--- config.mk ---
export PLATFORM = sky130hd
export DESIGN_NAME = hazard_ctrl_unit
export DESIGN_NICKNAME = d
export VERILOG_FILES = /design/src/rtl/hazard_ctrl_unit.sv
export SDC_FILE = /design/constraint.sdc
export NUM_CORES = 1
export LEC_CHECK = 0
export BUFFER_PORTS_ARGS = -buffer_cell sky130_fd_sc_hd__buf_2
export CORE_MARGIN = 3
export CORE_UTILIZATION = 41
export CTS_CLUSTER_SIZE = 25
export DETAILED_ROUTE_END_ITERATION = 12
export GPL_TIMING_DRIVEN = 0
export PLACE_DENSITY = 0.76
export SLEW_MARGIN = 30
export SYNTH_ARGS = -nofsm -noshare
export SYNTH_HDL_FRONTEND = slang
export SYNTH_SLANG_ARGS = --single-unit
--- constraint.sdc ---
create_clock -name clk -period 1.9 [get_ports clk]
set_clock_uncertainty 0.15 [all_clocks]
set_input_delay 0.38 -clock clk [delete_from_list [all_inputs] [get_ports clk]]
set_output_delay 0.38 -clock clk [all_outputs]
set_load 0.01 [all_outputs]
--- src/rtl/hazard_ctrl_unit.sv ---
// Hazard controller for the 5-stage core: E-stage operand forwarding, load-use
// stall sequencing, branch/jump flushes and a saturating stall-cycle counter.
module hazard_ctrl_unit #(
    parameter int REG_AW   = 5,
    parameter int NUM_SRC  = 2,
    parameter int LOAD_LAT = 1,
    parameter int PERF_W   = 16
) (
    input  logic                        clk,
    input  logic                        reset,
    input  logic                        RegWriteM,
    input  logic                        RegWriteW,
    input  logic [REG_AW-1:0]           RDM,
    input  logic [REG_AW-1:0]           RDW,
    input  logic [REG_AW-1:0]           RDE,
    input  logic                        LoadE,
    input  logic                        PCSrcE,
    input  logic [NUM_SRC*REG_AW-1:0]   RSD,
    input  logic [NUM_SRC-1:0]          SrcUsedD,
    input  logic [NUM_SRC*REG_AW-1:0]   RSE,
    output logic [NUM_SRC*2-1:0]        ForwardE,
    output logic                        StallF,
    output logic                        StallD,
    output logic                        FlushD,
    output logic                        FlushE,
    output logic [PERF_W-1:0]           stall_cycles
);

    typedef enum logic {
        IDLE  = 1'b0,
        STALL = 1'b1
    } state_t;

    localparam logic [1:0]        CNT_INIT = 2'(LOAD_LAT - 1);
    localparam logic [PERF_W-1:0] PERF_MAX = '1;
    localparam logic [PERF_W-1:0] PERF_ONE = 1;

    state_t              r_state;
    logic [1:0]          r_cnt;
    logic [PERF_W-1:0]   r_stallCycles;

    logic [NUM_SRC*2-1:0] w_forward;
    logic                 w_luse;
    logic                 w_stall;
    logic                 w_flushD;
    logic                 w_flushE;

    // M-stage results win over W because they are the younger write.
    always_comb begin
        w_forward = '0;
        if (reset) begin
            for (int i = 0; i < NUM_SRC; i++) begin
                if (RegWriteM && (RDM != '0) && (RDM == RSE[i*REG_AW +: REG_AW]))
                    w_forward[i*2 +: 2] = 2'b10;
                else if (RegWriteW && (RDW != '0) && (RDW == RSE[i*REG_AW +: REG_AW]))
                    w_forward[i*2 +: 2] = 2'b01;
            end
        end
    end

    always_comb begin
        w_luse = 1'b0;
        if (LoadE && (RDE != '0)) begin
            for (int i = 0; i < NUM_SRC; i++) begin
                if (SrcUsedD[i] && (RSD[i*REG_AW +: REG_AW] == RDE))
                    w_luse = 1'b1;
            end
        end
    end

    // A taken branch discards the dependent D instruction, so it beats any stall.
    always_comb begin
        w_stall  = 1'b0;
        w_flushD = 1'b0;
        w_flushE = 1'b0;
        if (reset) begin
            case (r_state)
                IDLE: begin
                    if (PCSrcE) begin
                        w_flushD = 1'b1;
                        w_flushE = 1'b1;
                    end else if (w_luse) begin
                        w_stall  = 1'b1;
                        w_flushE = 1'b1;
                    end
                end
                STALL: begin
                    if (PCSrcE) begin
                        w_flushD = 1'b1;
                        w_flushE = 1'b1;
                    end else begin
                        w_stall  = 1'b1;
                        w_flushE = 1'b1;
                    end
                end
                default: begin
                    w_stall  = 1'b0;
                    w_flushD = 1'b0;
                    w_flushE = 1'b0;
                end
            endcase
        end
    end

    always_ff @(posedge clk or negedge reset) begin
        if (!reset) begin
            r_state       <= IDLE;
            r_cnt         <= 2'd0;
            r_stallCycles <= '0;
        end else begin
            if (w_stall && (r_stallCycles != PERF_MAX))
                r_stallCycles <= r_stallCycles + PERF_ONE;
            case (r_state)
                IDLE: begin
                    if (!PCSrcE && w_luse && (LOAD_LAT > 1)) begin
                        r_state <= STALL;
                        r_cnt   <= CNT_INIT;
                    end
                end
                STALL: begin
                    if (PCSrcE || (r_cnt == 2'd1)) begin
                        r_state <= IDLE;
                        r_cnt   <= 2'd0;
                    end else begin
                        r_cnt <= r_cnt - 2'd1;
                    end
                end
                default: begin
                    r_state <= IDLE;
                    r_cnt   <= 2'd0;
                end
            endcase
        end
    end

    assign ForwardE     = w_forward;
    assign StallF       = w_stall;
    assign StallD       = w_stall;
    assign FlushD       = w_flushD;
    assign FlushE       = w_flushE;
    assign stall_cycles = r_stallCycles;

endmodule

==> impl_metrics.tcl, run 1 <==
set metrics [dict create \
    grt_max_degree 20 \
    violations "negative setup slack" \
    worst_pin_slew_ns 0.453 \
    routabilityCongestion 0.753 \
    synth-async-reset-ratio 1.00 \
    die_y_um 62.9 \
    diodes 0 \
    holdWs_ns 0.146 \
    crit_slowest_cell "or4_4" \
    critPathArrivalTime_ns 1.67 \
    synth-edff-count 0 \
    nets 268 \
    synth_seq_cells 19 \
    cts_inserted_buffers 3 \
    vias 1340 \
    period_share 1.16 \
    startpoint_type "input port" \
    nFillCells 249 \
    synth-main-ff-cell "dfrtp_1" \
    end_kind "output port" \
    drtIter0Drc 31 \
    rsz0062_at_grt "yes" \
    rrSetupSlack_ns -0.12 \
    h-tree-depth 1 \
    syn-num-nets 180 \
    reg2reg_depth 6 \
    dp_hpwl_um 2570 \
    cts_tree "yes" \
    drt_wl_total_um 3860 \
    grtUsageTotal 0.200 \
    irDropWorstVdd_mv 0.418 \
    num_io_pins 67 \
    r2r-end "stall_cycles[5]" \
    finalWorstSetupSlack_ns -0.295 \
    floorplan.rows 20 \
    worstPathCellList "buf_8, or4_4, o21a_1, a21oi_2, nor2_2, buf_4, buf_6" \
    wl_per_cell_um 14.5 \
    status "complete, but fails checks" \
    synth_top_area_cell "dfrtp_1" \
    die_w_um 62.9 \
    fin_tns_setup_ns -2.59 \
    clk_pin_slew_worst_paths_ns 0.11 \
    hp-class "input port to register" \
    grt_pass1_wl_um 6280 \
    worstHoldEndpoint "r_state" \
    ant_nets 0 \
    start_util 0.431 \
    syn_avg_cell_area_um2 9.83 \
    dp.cells 245 \
    ys_seq_area_frac 0.358 \
    die_area_mm2 0.00396 \
    drt_drc_violations_left 0 \
    slew_violations 0 \
    firstDrtPassIters 4 \
    crit_path_max_incr_delay_ns 0.52 \
    io_buffers 66 \
    core_area_mm2 0.00308 \
    post_synth_num_cell_types 31 \
    worstReg2RegStart "stall_cycles[0]" \
    p_leak_nw 1.06 \
    cts_max_path_buffers 2 \
    synth.most_common_cell "xnor2_1" \
    max_freq_mhz 456 \
    drive_gt1_frac 0.536 \
    syn_area_mm2 0.00133 \
    worst-endpoint-required_ns 1.37 \
    max_slew_margin 0.697 \
    grt_antenna_before_repair 0 \
    finalHoldViolations 0 \
    cts_root_buf "clkbuf_4" \
    postSynthCellCount 135 \
    areaGrowthSynthToFinish_pct 61.5 \
    yosys_warnings 0 \
    crit_type "input port to output port" \
    layout_min_cycle_time_ns 2.20 \
    fin_cells 266 \
    cts_sinks 19 \
    worstHoldStart "PCSrcE" \
    path_max_fanout 3 \
    grt_pass1_vias 1345 \
    viasPerCell 5.04 \
    p_per_area_mw_per_mm2 436 \
    overflow 0 \
    setup_viol 22 \
    synthTopCellsByCount "28 x xnor2_1, 19 x dfrtp_1, 16 x xor2_1" \
    maxCapViolCount 0 \
    synth_area_leaders "dfrtp_1 36%, xnor2_1 18%, xor2_1 11%, nand4_1 4.7%, or4_1 2.8%" \
    hold_depth 2 \
    synth_top_area_frac 0.358 \
    insertion_delay_ns 0.31 \
]
[where the power goes]
part,internal (mW),switching [mW],total [mW],leakage [nW]
Clock,0.0819,0.130,0.212,0.0150
Sequential,0.421,0.0138,0.435,0.258
Combinational,0.155,0.134,0.288,0.787
[critical path, delay by kind of cell]
kind / cells / cell delay (ns)
AO/OA/AOI/OAI: 2 / 0.39
buffers and inverters: 3 / 0.34
AND/OR/NAND/NOR: 2 / 0.57
[metrics by stage]
step	setup WS [ns]	area [um^2]	power, mW	util
after floorplan	-0.0997	1380	0.542	-
after CTS	-0.329	2080	0.907	0.676
after global placement	-0.695	1770	0.638	0.574
after global routing	-0.342	2140	0.997	0.697
final	-0.295	2140	0.935	0.697
after detailed placement	-0.709	1770	0.642	0.574
[metal layers]
metal | vias to the layer above | part of all wire | global-route usage
li1 | 651 | - | -
met1 | 631 | 0.40 | 0.227
met4 | 0 | 0.025 | 0.0689
met3 | 10 | 0.046 | 0.0432
met2 | 48 | 0.53 | 0.366
met5 | - | 0 | 0
[flip-flops by register name (all words and copies together) (netlist names)]
signal and cells:
r_cnt 2, stall_cycles 16, r_state 1
[layout make-up]
type / count / area, um^2 / share of cell area
Multi-Input combinational cell: 109 / 1010 / 0.473
Timing Repair Buffer: 83 / 534 / 0.249
Sequential cell: 19 / 478 / 0.223
Tap cell: 44 / 55.1 / 0.0257
Clock buffer: 4 / 26.3 / 0.0123
Buffer: 2 / 18.8 / 0.00875
Inverter: 5 / 18.8 / 0.00875
[repair_timing]
| action | 4_1_cts | 5_1_grt |
|---|---|---|
| endpoints found under the hold margin | 19 | 19 |
| gates resized for setup | 42 | 9 |
| pin swaps | 20 | 15 |
| cloned | 1 | 0 |
| endpoints found under the setup margin | 22 | 23 |
| setup buffers | 11 | 4 |
| hold buffers | 1 | 1 |
[cell usage in the layout (no fill, tap or decap), types with 4 or more instances in the layout]
master,Yosys,final
nand2_1,9,6
nand4_1,10,10
buf_2,0,58
inv_1,5,5
or4_4,0,4
xor2_1,16,16
buf_4,1,15
xnor2_1,28,25
buf_6,1,8
and2_1,4,4
dfrtp_1,19,17
nand3_1,7,4
[worst max-delay path by stage]
stage	cells past startpoint	start	end
after detailed placement	5	reset	ForwardE[0]
after global routing	7	RDE[4]	StallF
after CTS	7	RDE[4]	StallF
final	7	RDE[4]	StallF
after floorplan	5	RDE[1]	StallF
after global placement	5	reset	ForwardE[0]
[cell families (layout without fill, tap and decap cells)]
family | Yosys count | after routing | share of synthesized area
buf+inv | 7 | 94 | 0.0283
flops | 19 | 19 | 0.358
compound gates | 9 | 9 | 0.0528
simple gates | 51 | 51 | 0.226
fa+ha+maj | 2 | 2 | 0.0188
xor+xnor | 44 | 44 | 0.290
mux | 3 | 3 | 0.0254
No activity file was read; power rests on OpenSTA's default activity.
==> run 2, diff against run 1 <==
- clock period: 1.9 -> 2 ns (I/O delays scaled with it)
==> impl_metrics.tcl, run 2 (synthesis results as in run 1) <==
set metrics [dict create \
    irDropWorstVdd_mv 0.460 \
    num_io_pins 67 \
    crit_type "input port to output port" \
    areaGrowthSynthToFinish_pct 55.4 \
    comb_power_share 0.305 \
    layout_min_cycle_time_ns 2.25 \
    cts_inserted_buffers 3 \
    layout_commonest_cell "buf_2" \
    maxCapViolCount 0 \
    slew_violations 0 \
    fin_total_pwr_mw 0.874 \
    placed_cell_area_mm2 0.00175 \
    grt_pass1_vias 1310 \
    grtUsageTotal 0.190 \
    drt_drc_violations_left 0 \
    nFillCells 233 \
    vias 1313 \
    period_share 1.13 \
    viasPerCell 5.01 \
    crit_path_max_incr_delay_ns 0.52 \
    ant_nets 0 \
    start_util 0.431 \
    clock_power_share 0.224 \
    startpoint_type "input port" \
    floorplan.rows 20 \
    cts_sinks 19 \
    status "complete, but fails checks" \
    finalHoldViolations 0 \
    max_freq_mhz 444 \
    drive_gt1_frac 0.495 \
    insertion_delay_ns 0.31 \
    p_per_area_mw_per_mm2 424 \
    crit_slowest_cell "or4_4" \
    p_int_mw 0.618 \
    dp_hpwl_um 2540 \
    setup_viol 8 \
    holdWs_ns 0.175 \
    violations "negative setup slack" \
    grt_max_degree 20 \
    final_area_mm2 0.00206 \
    drtIter0Drc 34 \
    p_sw_frac 0.293 \
    h-tree-depth 1 \
    power.share.sequential 0.471 \
    rsz0062_at_grt "yes" \
    io_buffers 66 \
    core_area_mm2 0.00308 \
    clk_pin_slew_worst_paths_ns 0.11 \
    worstPathCellList "buf_8, or4_4, o21a_1, a21oi_2, nor2_2, buf_4, buf_6" \
    overflow 0 \
    hp-class "input port to register" \
    worst-endpoint-required_ns 1.45 \
    cts_max_path_buffers 2 \
    routabilityCongestion 0.780 \
    critPathArrivalTime_ns 1.70 \
    post-route-util 0.670 \
    end_kind "output port" \
    grt_pass1_wl_um 6030 \
    die_area_mm2 0.00396 \
    layout_common_cells "54 x buf_2, 27 x xnor2_1, 17 x dfrtp_1, 16 x xor2_1, 14 x buf_4" \
    path_max_fanout 3 \
    die_y_um 62.9 \
    max_slew_margin 0.716 \
    firstDrtPassIters 4 \
    largest_register_ffs 16 \
    critical_path.top_delay_family "simple AND/OR/NAND/NOR gates" \
    finalWorstSetupSlack_ns -0.252 \
    diodes 0 \
    p_leak_nw 0.977 \
    nets 264 \
    die_w_um 62.9 \
    switchingPower_mw 0.256 \
    cp_num_buf_inv 3 \
    drt_wl_total_um 3740 \
    worst_pin_slew_ns 0.426 \
    wl_per_cell_um 14.3 \
    grt_antenna_before_repair 0 \
    cts_tree "yes" \
    cts_root_buf "clkbuf_4" \
]
run 2: metrics by stage:
step	setup TNS [ns]	worst slack, ns	std cells
finish	-1.30	-0.252	262
global route	-2.28	-0.289	262
CTS	-1.34	-0.281	256
detailed placement	-5.02	-0.625	245
global placement	-4.86	-0.644	245
floorplan	-0.0630	-0.0397	135
run 2: final timing paths:
kind | from | endpoint | slack, ns | cells after the start
setup / recovery | RDE[4] | StallF | -0.25 | 7
hold / removal | PCSrcE | r_state | 0.17 | 2
setup reg to reg | stall_cycles[0] | stall_cycles[5] | -0.05 | 6
hold reg to reg | stall_cycles[10] | stall_cycles[10] | 0.35 | 1
max in group asynchronous | reset | stall_cycles[0] | 0.84 | 3
min in group asynchronous | reset | stall_cycles[14] | 0.53 | 3
run 2: area by class of cell:
| cell class | count | area [um^2] | share of cell area |
|---|---|---|---|
| plain buffers | 2 | 18.8 | 0.00910 |
| clock buffers | 3 | 22.5 | 0.0109 |
| clock inverters | 1 | 5.00 | 0.00243 |
| inverters | 5 | 18.8 | 0.00910 |
| multi-input cells | 109 | 947 | 0.459 |
| flip-flops and latches | 19 | 478 | 0.232 |
| well taps | 44 | 55.1 | 0.0267 |
| repair buffers | 79 | 518 | 0.251 |
run 2: per-layer routing:
metal / vias up / track usage / share of wire
met3: 5 / 0.0468 / 0.052
met2: 31 / 0.340 / 0.54
li1: 649 / - / -
met5: - / 0 / 0
met1: 628 / 0.220 / 0.40
met4: 0 / 0.0579 / 0.014
run 2: power groups by stage:
stage	clock network, mW	registers, mW	logic [mW]
detailed placement	0	0.423	0.189
global placement	0	0.422	0.185
CTS	0.207	0.407	0.247
floorplan	0	0.425	0.0900
global route	0.219	0.413	0.293
finish	0.195	0.412	0.267
run 2: repair_timing:
item,in CTS,in global routing
buffers inserted,6,4
gates cloned,0,1
hold endpoints to repair,19,11
pin swaps,11,12
endpoints found under the setup margin,14,13
hold buffers,1,1
resized for setup,29,13
==> run 3, diff against run 2 <==
==> constraint.sdc (replaced) <==
create_clock -name clk -period 2 [get_ports clk]
set_clock_uncertainty 0.15 [all_clocks]
set_input_delay 0.1 -clock clk [delete_from_list [all_inputs] [get_ports clk]]
set_output_delay 0.1 -clock clk [all_outputs]
set_load 0.01 [all_outputs]
==> impl_metrics.tcl, run 3 (synthesis results as in run 1) <==
set metrics [dict create \
    status "complete, but fails checks" \
    violations "negative setup slack" \
    viasPerCell 5.02 \
    switchingPower_mw 0.237 \
    die_area_mm2 0.00396 \
    ant_nets 0 \
    overflow 0 \
    wl_per_cell_um 13.3 \
    drtIter0Drc 39 \
    grt_pass1_wl_um 5510 \
    worstReg2RegStart "stall_cycles[0]" \
    largest_register_ffs 16 \
    clk_pin_slew_worst_paths_ns 0.11 \
    cts_inserted_buffers 3 \
    worstHoldStart "reset" \
    diodes 0 \
    num_io_pins 67 \
    floorplan.rows 20 \
    p_leak_nw 0.940 \
    cts_tree "yes" \
    dp_slack_ns -0.105 \
    irDropWorstVdd_mv 0.301 \
    p_per_area_mw_per_mm2 435 \
    grt_pass1_vias 1228 \
    maxCapViolCount 0 \
    drt_drc_violations_left 0 \
    insertion_delay_ns 0.30 \
    layout_commonest_cell "buf_2" \
    max_freq_mhz 485 \
    worstPathCellList "ha_4, and3_4, nand4_1, o221ai_2, or4b_4, xnor2_2" \
    grt_antenna_before_repair 0 \
    io_buffers 66 \
    h-tree-depth 1 \
    vias 1310 \
    worst_pin_slew_ns 0.423 \
    slew_violations 0 \
    grt_max_degree 20 \
    critPathArrivalTime_ns 2.11 \
    drive_gt1_frac 0.442 \
    start_util 0.431 \
    final_area_mm2 0.00189 \
    power.share.sequential 0.501 \
    p_int_mw 0.585 \
    clock_power_share 0.241 \
    core_area_mm2 0.00308 \
    finalWorstSetupSlack_ns -0.0617 \
    finalHoldViolations 0 \
    post-route-util 0.615 \
    rsz0062_at_grt "yes" \
    startpoint_type "register" \
    layout_common_cells "67 x buf_2, 26 x xnor2_1, 18 x dfrtp_1, 16 x xor2_1" \
    end_kind "register" \
    routabilityCongestion 0.834 \
    p_sw_frac 0.288 \
    die_w_um 62.9 \
    cts_max_path_buffers 2 \
    die_y_um 62.9 \
    areaGrowthSynthToFinish_pct 42.5 \
    placed_cell_area_mm2 0.00172 \
    crit_path_max_incr_delay_ns 0.56 \
    max_slew_margin 0.718 \
    drt_wl_total_um 3470 \
    period_share 1.03 \
    grtUsageTotal 0.171 \
    firstDrtPassIters 4 \
    nets 263 \
    hp-class "input port to register" \
    comb_power_share 0.258 \
    crit_slowest_cell "or4b_4" \
    dp_hpwl_um 2650 \
    crit_type "register to register" \
    cp-startpoint "stall_cycles[0]" \
    layout_min_cycle_time_ns 2.06 \
    worst-endpoint-required_ns 2.05 \
    cts_sinks 19 \
    setup_viol 2 \
    cts_root_buf "clkbuf_4" \
    nFillCells 289 \
    path_max_fanout 3 \
    fin_total_pwr_mw 0.823 \
]
[run 3: cell types whose count changed in the layout (fill, tap and decap cells not counted), moves of 2 or more]
cell / delta
buf_6: -8
nor4_4: -3
or4_4: -4
buf_8: -2
buf_4: -4
or4_1: +4
buf_2: +13
nor4_1: +4
[run 3: what timing repair did]
item	in CTS	in global routing
cloned	0	1
endpoints found under the hold margin	20	19
hold buffers	2	1
resized for setup	1	8
pin swaps	2	10
setup endpoints to repair	12	15
buffers inserted	3	5
[run 3: path summary, 6_finish.rpt]
path / endpoint / slack, ns / cells past startpoint
min: stall_cycles[12] / 0.18 / 4
max reg2reg: stall_cycles[5] / -0.06 / 6
min reg2reg: stall_cycles[15] / 0.35 / 1
min in group asynchronous: stall_cycles[12] / 0.31 / 3
max: stall_cycles[5] / -0.06 / 6
max in group asynchronous: stall_cycles[0] / 1.06 / 3
[run 3: power by group through the flow]
stage	clock network, mW	registers, mW	logic, mW
2_1_floorplan	0	0.425	0.0838
3_3_place_gp	0	0.422	0.177
3_5_place_dp	0	0.423	0.183
4_1_cts	0.204	0.411	0.210
5_1_grt	0.227	0.414	0.239
6_report	0.199	0.412	0.212
[run 3: area by class of cell]
cell class              instances  area, um^2  share of cell area
multi-input cells             109         872               0.461
clock inverters                 1        5.00             0.00265
plain buffers                   2        18.8             0.00992
flip-flops and latches         19         477               0.252
clock buffers                   3        22.5              0.0119
inverters                       5        18.8             0.00992
well taps                      44        55.1              0.0291
repair buffers                 78         423               0.224
[run 3: worst max-delay path, delay by kind of cell, from the launching register on]
kind,cells,cell delay [ns]
fa+ha+maj,1,0.16
xor+xnor,1,0.15
compound gates,1,0.16
flops,1,0.44
simple gates,3,0.90
[run 3: routing by layer]
metal	track usage	routed length (um)	up-vias
met3	0.0234	171	4
li1	-	-	648
met4	0.0634	43	0
met5	0	0	-
met1	0.215	1440	617
met2	0.295	1820	41
[run 3: stage by stage]
stage	setup TNS, ns	hold slack (ns)	instances
2_1_floorplan	0	-0.346	135
3_3_place_gp	-0.159	-0.0457	245
3_5_place_dp	-0.640	-0.0494	245
4_1_cts	-0.109	0.172	254
5_1_grt	-1.04	0.222	261
6_report	-0.0766	0.177	261
